**src/rtl/huffman_pkg.sv**
```systemverilog
// Shared types and constants for the fixed Huffman encoder/decoder pair.
package huffman_pkg;

  localparam int SYM_W   = 6;
  localparam int MAX_LEN = 8;
  localparam int LEN_W   = 4;

  localparam logic [SYM_W-1:0] SYM_MIN = 6'd1;
  localparam logic [SYM_W-1:0] SYM_MAX = 6'd18;

  typedef enum logic {
    IDLE  = 1'b0,
    SHIFT = 1'b1
  } state_e;

  typedef struct packed {
    logic [MAX_LEN-1:0] bits;
    logic [LEN_W-1:0]   len;
  } code_t;

endpackage

```
**src/rtl/huffman_code_rom.sv**
```systemverilog
// Fixed codeword table, codes left-aligned in MAX_LEN bits.
module huffman_code_rom
  import huffman_pkg::*;
(
  input  logic [SYM_W-1:0] sym,
  output code_t            code,
  output logic             valid
);

  always_comb begin
    code  = '0;
    valid = 1'b1;
    case (sym)
      6'd1:  code = '{bits: 8'b0000_0000, len: 4'd2};
      6'd2:  code = '{bits: 8'b0100_0000, len: 4'd2};
      6'd3:  code = '{bits: 8'b1000_0000, len: 4'd2};
      6'd4:  code = '{bits: 8'b1100_0000, len: 4'd3};
      6'd5:  code = '{bits: 8'b1110_0000, len: 4'd6};
      6'd6:  code = '{bits: 8'b1110_0100, len: 4'd6};
      6'd7:  code = '{bits: 8'b1110_1000, len: 4'd6};
      6'd8:  code = '{bits: 8'b1110_1100, len: 4'd7};
      6'd9:  code = '{bits: 8'b1110_1110, len: 4'd7};
      6'd10: code = '{bits: 8'b1111_0000, len: 4'd7};
      6'd11: code = '{bits: 8'b1111_0010, len: 4'd7};
      6'd12: code = '{bits: 8'b1111_0100, len: 4'd7};
      6'd13: code = '{bits: 8'b1111_0110, len: 4'd7};
      6'd14: code = '{bits: 8'b1111_1000, len: 4'd7};
      6'd15: code = '{bits: 8'b1111_1010, len: 4'd7};
      6'd16: code = '{bits: 8'b1111_1100, len: 4'd7};
      6'd17: code = '{bits: 8'b1111_1110, len: 4'd8};
      6'd18: code = '{bits: 8'b1111_1111, len: 4'd8};
      default: valid = 1'b0;
    endcase
  end

endmodule

```
**src/rtl/huffman_encoder.sv**
```systemverilog
// Serial Huffman encoder: one symbol in, codeword bits out MSB first,
// with valid/ready on both sides and zero-bubble back-to-back symbols.
module huffman_encoder
  import huffman_pkg::*;
(
  input  logic             clk,
  input  logic             rst,
  input  logic [SYM_W-1:0] sym_i,
  input  logic             sym_valid,
  output logic             sym_ready,
  output logic             bit_out,
  output logic             bit_valid,
  input  logic             bit_ready,
  output logic             busy,
  output logic             err
);

  state_e             state_q, state_d;
  logic [MAX_LEN-1:0] sr_q, sr_d;
  logic [LEN_W-1:0]   cnt_q, cnt_d;
  logic               bv_q, bv_d;
  logic               busy_q, busy_d;
  logic               err_q, err_d;

  code_t rom_code;
  logic  rom_valid;
  logic  xfer;
  logic  last;
  logic  acc;

  huffman_code_rom u_rom (
    .sym   (sym_i),
    .code  (rom_code),
    .valid (rom_valid)
  );

  assign xfer      = bv_q && bit_ready;
  assign last      = xfer && (cnt_q == LEN_W'(1));
  assign sym_ready = (state_q == IDLE) || last;
  assign acc       = sym_valid && sym_ready;

  always_comb begin
    state_d = state_q;
    sr_d    = sr_q;
    cnt_d   = cnt_q;
    bv_d    = bv_q;
    busy_d  = busy_q;
    err_d   = 1'b0;
    if (xfer) begin
      sr_d  = sr_q << 1;
      cnt_d = cnt_q - LEN_W'(1);
    end
    if (last) begin
      state_d = IDLE;
      bv_d    = 1'b0;
      busy_d  = 1'b0;
    end
    if (acc) begin
      if (rom_valid) begin
        state_d = SHIFT;
        sr_d    = rom_code.bits;
        cnt_d   = rom_code.len;
        bv_d    = 1'b1;
        busy_d  = 1'b1;
      end else begin
        err_d = 1'b1;
      end
    end
  end

  always_ff @(posedge clk or negedge rst) begin
    if (!rst) begin
      state_q <= IDLE;
      sr_q    <= '0;
      cnt_q   <= '0;
      bv_q    <= 1'b0;
      busy_q  <= 1'b0;
      err_q   <= 1'b0;
    end else begin
      state_q <= state_d;
      sr_q    <= sr_d;
      cnt_q   <= cnt_d;
      bv_q    <= bv_d;
      busy_q  <= busy_d;
      err_q   <= err_d;
    end
  end

  // Shifting in zeros keeps the register clear once a code drains.
  assign bit_out   = bv_q & sr_q[MAX_LEN-1];
  assign bit_valid = bv_q;
  assign busy      = busy_q;
  assign err       = err_q;

endmodule
```
**config.mk**
```make
export PLATFORM = sky130hd
export DESIGN_NAME = huffman_encoder
export DESIGN_NICKNAME = d
export VERILOG_FILES = /design/src/rtl/huffman_pkg.sv /design/src/rtl/huffman_code_rom.sv /design/src/rtl/huffman_encoder.sv
export SDC_FILE = /design/constraint.sdc
export NUM_CORES = 1
export LEC_CHECK = 0
export CAP_MARGIN = 20
export CORE_ASPECT_RATIO = 0.9
export CORE_MARGIN = 2
export CORE_UTILIZATION = 35
export CTS_CLUSTER_DIAMETER = 40
export DETAILED_ROUTE_END_ITERATION = 7
export PLACE_DENSITY = 0.63
export SETUP_SLACK_MARGIN = 0.02
export SLEW_MARGIN = 30
export SYNTH_ARGS = -nofsm -noshare
export SYNTH_HDL_FRONTEND = slang
export SYNTH_HIERARCHICAL = 1
export SYNTH_SLANG_ARGS = --single-unit
```
**constraint.sdc**
```tcl
create_clock -name clk -period 1.85 [get_ports clk]
set_clock_uncertainty 0.15 [all_clocks]
set_input_delay 0.2775 -clock clk [delete_from_list [all_inputs] [get_ports clk]]
set_output_delay 0.2775 -clock clk [all_outputs]
set_load 0.01 [all_outputs]
```
==> results of run 1 <==
-- worst min-delay path by stage --
| stage | from | to | slack (ns) | cells past startpoint |
|---|---|---|---|---|
| after floorplan | rst | bit_valid | -0.17 | 0 |
| after global placement | sr_q[0] | sr_q[0] | 0.34 | 2 |
| after detailed placement | state_q | cnt_q[0] | 0.34 | 1 |
| after CTS | rst | cnt_q[3] | 0.20 | 2 |
| after global routing | rst | cnt_q[3] | 0.22 | 2 |
| final | rst | cnt_q[3] | 0.20 | 2 |
-- cell families (layout without fill, tap and decap cells) --
logic type / Yosys count / in the layout / synth area share, %
AO/OA/AOI/OAI: 48 / 48 / 30.3
XOR/XNOR: 1 / 1 / 0.686
adder cells (fa/ha/maj): 2 / 2 / 1.96
buffers and inverters: 26 / 70 / 9.40
flip-flops: 16 / 16 / 31.3
AND/OR/NAND/NOR: 54 / 54 / 26.3
-- routing by layer --
metal / wire (um) / track usage [%] / up-vias
met4: 53 / 3.79 / 0
met3: 109 / 4.02 / 6
met5: 0 / 0 / -
met1: 1660 / 25.4 / 633
li1: - / - / 641
met2: 1770 / 30.7 / 23
-- worst register-to-register path: cells and delay by family, from the launching register on --
family / cells / cell delay (ns)
buffers and inverters: 2 / 0.21
adder cells (fa/ha/maj): 1 / 0.12
AND/OR/NAND/NOR: 1 / 0.39
flip-flops: 1 / 0.39
AO/OA/AOI/OAI: 2 / 0.59
-- state kept, by name, indices dropped and copies added, names as in the netlist --
name / cells
sr_q: 8
cnt_q: 4
bit_valid: 1
busy: 1
err: 1
state_q: 1
-- cell usage in the layout, fill, tap and decap left out, drive strengths merged, types with 2 or more instances in the layout --
master,count
a211oi,4
nand3b,4
o31ai,2
inv,13
a21oi,7
nand4,2
buf,40
nor2,6
clkdlybuf4s50,7
and2,2
o21ai,7
nor3,6
ha,2
o211ai,9
nor2b,2
nand3,10
dlygate4sd2,5
nand2,8
nor3b,2
clkbuf,4
and3,3
o2111ai,8
nor4b,2
dfrtp,16
-- metrics by stage --
stage / instances / setup TNS, ns / setup slack [ns] / util, % / hold WS (ns)
final: 235 / -1.38 / -0.130 / 53.5 / 0.196
after global routing: 235 / -2.24 / -0.175 / 53.5 / 0.220
after CTS: 234 / -1.79 / -0.161 / 52.5 / 0.204
after detailed placement: 227 / -6.16 / -0.454 / 48.7 / 0.344
after global placement: 227 / -5.54 / -0.398 / 48.7 / 0.337
after floorplan: 147 / 0 / 0.0186 / - / -0.168
-- layout make-up --
cell class	count	area, um^2	share of cell area (%)
tap	44	55.1	3.00
clock buffer	4	55.1	3.00
timing repair buffer	53	450	24.6
inverter	13	48.8	2.66
multi-input combinational	105	825	45.0
sequential	16	400	21.8
-- power groups by stage --
stage	Sequential [uW]	Clock, uW	Combinational (uW)
after global placement	534	0	831
after detailed placement	540	0	845
after floorplan	558	0	433
final	552	317	957
after global routing	560	334	1040
after CTS	547	322	912
-- what timing repair did --
item                       CTS  global route
buffers inserted             2             1
setup endpoints to repair   16            15
gates resized for setup     26             6
cloned                       1             0
pin swaps                    2             4
==> reports/summary.txt, run 1 <==
status: finished with violations
failing checks: negative setup slack
nets: 204
Pwr Density: 995 nW/um^2
Die W: 67.7 um
Setup crit end kind: register
Slew @ Worst Pin: 0.330 ns
# port buffers: 14
CP max stage delay: 0.39 ns
count leader, synth: dfrtp_1
DR pass1 iterations: 4
final worst slack: -0.130 ns
VDD IR max: 0.843 mV
Final Cycle Share: 107%
Avg Synthesized Cell Area: 8.69 um^2
start point of the critical path: cnt_q[1]
top_reg_cell synth: dfrtp_1
Critical R2R Capture: cnt_q[2]
layout cell share with drive strength beyond 1: 37.7%
clock latency on the worst-skew pair: 0.25 ns
Seq cells post-synth: 16
die area: 4150 um^2
P&R area growth vs syn: 43.6%
CP max-delay cell: dfrtp_1
fin area: 1830 um^2
Starting Density: 37.3%
num rows: 20
share of the synthesized area in the top cell type: 31.3%
largest net degree at the start of global routing: 17
drt first-iter violations: 43
final worst path period need: 1.98 ns
CTS sink count: 16
clock transition at the registers of the reported paths: 0.07 ns
Leak Pwr: 0.000801 uW
core area: 3430 um^2
Via Count: 1303
Root Driver: clkbuf_8
Comb pwr share: 52.4%
Worst setup SP type: register
Routability Congestion: 0.871
Synth top cells by count: 16 x dfrtp_1, 12 x inv_1, 10 x nand3_1
type of the worst setup path: reg2reg
antenna-violating nets left: 0
initial antenna violation count: 0
Worst Path Required: 1.84 ns
maxcap violations: 0
Max FO, Critical Path: 4
R2R Setup Slk: -0.13 ns
switching part of the total: 36.7%
number of enable flip-flop cells after synthesis: 0
I/O pins: 15
Yosys warnings: 6
hold crit path type: in2async
cell internal pwr: 1160 uW
die height: 61.3 um
Final Hold Fails: 0
final slew viol count: 0
Slew HR: 77.8%
Yosys cell types: 48
# setup viols final: 15
WP data arrival: 1.97 ns
number of global-route vias before repair: 1227
Worst R2R Start: cnt_q[1]
vias per inst: 5.54
Diodes inserted: 0
post-synthesis net count: 159
routed wire length per instance: 15.3 um
TritonCTS clock tree: done
H-tree lvl count: 1
first-pass GRT wire length: 5820 um
grt ovf: 0
ys async rst share: 100%
DP Wirelength: 2390 um
synthesized area: 1280 um^2
Flop pwr share: 30.2%
CP cell instances: inv_2, ha_4, or3b_4, buf_8, o31a_1, o2111a_1
Overall Power: 1830 uW
placed instance area: 1670 um^2
Worst Path Buf+Inv: 2
CTS buffer count: 3
final wirelength: 3590 um
CP Depth: 6
Area contributors post-synth: dfrtp_1 31%, o211ai_2 7.8%, o2111ai_1 5.5%, nand3_1 3.9%, inv_1 3.5%
Synth Instances: 147
crit path to: cnt_q[2]
cts hold-fix bufs: 0
gr usage total: 18.6%
Top delay family on crit path: compound AO/OA/AOI/OAI gates
register area share after synthesis: 31.3%
# DRC: 0
leading area contributor after synthesis: dfrtp_1
Psw: 671 uW
Peak Freq: 505 MHz
unrepaired setup endpoints after global routing: yes
Clk network pwr share: 17.4%
R2R cell count: 6
fillers: 300
clock tree buffer depth: 2
Power figures use the tool's default switching activity.
==> inputs of run 2 (changes only) <==
--- a/config.mk
+++ b/config.mk
@@ -5,6 +5,7 @@
 export SDC_FILE = /design/constraint.sdc
 export NUM_CORES = 1
 export LEC_CHECK = 0
+export ABC_AREA = 0
 export CAP_MARGIN = 20
 export CORE_ASPECT_RATIO = 0.9
 export CORE_MARGIN = 2
@@ -13,7 +14,7 @@
 export DETAILED_ROUTE_END_ITERATION = 7
 export PLACE_DENSITY = 0.63
 export SETUP_SLACK_MARGIN = 0.02
-export SLEW_MARGIN = 30
+export SLEW_MARGIN = 20
 export SYNTH_ARGS = -nofsm -noshare
 export SYNTH_HDL_FRONTEND = slang
 export SYNTH_HIERARCHICAL = 1
==> results of run 2 <==
Same layout as run 1: the final DEF is identical, and so are final timing and power.
==> edit, RTL diff (config.mk and constraints of run 1) <==
The output `err` loses its register stage (`err_q` becomes a continuous assignment).
--- a/src/rtl/huffman_encoder.sv
+++ b/src/rtl/huffman_encoder.sv
@@ -75,16 +75,16 @@
       cnt_q   <= '0;
       bv_q    <= 1'b0;
       busy_q  <= 1'b0;
-      err_q   <= 1'b0;
     end else begin
       state_q <= state_d;
       sr_q    <= sr_d;
       cnt_q   <= cnt_d;
       bv_q    <= bv_d;
       busy_q  <= busy_d;
-      err_q   <= err_d;
     end
   end
+
+  assign err_q = err_d;
 
   // Shifting in zeros keeps the register clear once a code drains.
   assign bit_out   = bv_q & sr_q[MAX_LEN-1];
Function: changed (a bounded check fails within 4 cycles, from zero or initial values and one cycle with rst low).
==> edit against run 1 <==
- the flow still finishes with violations (setup timing)
- wire length increased by 2.3%
- count of clock-buffer cells in the layout unchanged
- hold slack got worse by 0.0089 ns
- highest routed layer unchanged
- critical path type is now reg -> out
- sequential share of layout area decreased by 1.3 points
- cell area decreased by 0.48%
- sequential cell count decreased by 1
- worst setup slack got worse by 0.15 ns
- largest power group unchanged
- synthesized area decreased by 2.0%
- power decreased by 4.6%
- fmax decreased by 7.0%
- combinational power decreased by 1%
- global-route usage increased by 0.88 points
- synthesized cell count decreased by 0.68%
==> edit: results (changes against run 1) <==
* Post-DR wirelength/cell at 15.6 um (+2.3%)
* Delay-heaviest family, CP: simple AND/OR/NAND/NOR gates
* Peak supply drop at 0.516 mV (-39%)
* Synth Net Count at 158 (-0.63%)
* Critical Path AT at 1.70 ns (-0.27 ns)
* Final setup fails at 15 (unchanged)
* Violated checks: setup timing
* First-pass GRT wire length at 6.11 mm (+5.0%)
* Outcome: finished with violations
* Cell Area, Placed at 1680 um2 (+0.45%)
* Register area share after synthesis at 30.0% (-1.4 points)
* Share of cells above drive strength 1 at 38.2% (+0.52 points)
* Synth Area in Compound Gates at 30.9% (+0.60 points)
* Worst path slowest cell: or3b_4
* Xor and xnor area share after synthesis at 0.699% (+0.014 points)
* Post-DP HPWL at 2.53 mm (+5.9%)
* Crit path kind: reg -> out
* Setup tns final at -3.28 ns (-1.89 ns)
* Largest net degree at the start of global routing at 19 (+2)
* Hold_ws at 0.187 ns (-0.00890 ns)
* DR iter-0 viols at 69 (+60%)
* Placer Congestion at 0.817 (-6.2%)
* Most frequent cells after synthesis: dfrtp_1, inv_1, nand3_1
* Max Fanout on Critical Path at 2 (-2)
* PnR worst setup slack at -0.278 ns (-0.148 ns)
* Reg-to-reg slack, setup at -0.27 ns (-0.14 ns)
* Fillers at 317 (+5.7%)
[edit: area by class of cell]
class	count	area, um2	share of cell area, %
multi-input combinational	105	835	45.7
timing repair buffer	54	467	25.6
sequential	15	375	20.6
tap	44	55.1	3.02
inverter	13	48.8	2.67
clock buffer	4	45.0	2.47
[edit: timing repair]
item | CTS | global route
pin swaps | 3 | 3
cloned | 0 | 0
endpoints found under the setup margin | 17 | 16
resized for setup | 26 | 9
setup buffers | 4 | 0
[edit: final timing paths]
| kind | startpoint | end | cells past startpoint |
|---|---|---|---|
| worst max-delay path | cnt_q[1] | err | 6 |
| worst min-delay path | rst | cnt_q[3] | 2 |
| worst max register to register | cnt_q[1] | sr_q[0] | 7 |
| worst min register to register | sr_q[2] | sr_q[2] | 2 |
| max in group asynchronous | rst | sr_q[1] | 2 |
| min in group clk | sr_q[2] | sr_q[2] | 2 |
[edit: cell families (layout without fill, tap and decap cells)]
group	Yosys count	after routing
DFF	15	15
xor gates and xnor gates	1	1
adders and majority gates	2	2
AOI/OAI and AO/OA	48	48
buffers and inverters	26	71
and+or+nand+nor	54	54
[edit: metrics by stage]
stage / std cells / worst slack, ns
after floorplan: 146 / -0.0126
after global placement: 227 / -0.619
after detailed placement: 227 / -0.687
after CTS: 235 / -0.265
after global routing: 235 / -0.317
final: 235 / -0.278
[edit: metal layers]
layer / part of all wire [%] / track usage (%) / vias to the layer above
met4: 0.73 / 3.21 / 0
met5: 0 / 0 / -
li1: - / - / 637
met3: 5.0 / 3.90 / 4
met2: 50 / 35.4 / 35
met1: 45 / 24.5 / 654
[edit: where the power goes]
group	internal, mW	switching (mW)
clock	0.153	0.126
sequential	0.445	0.0753
combinational	0.488	0.456
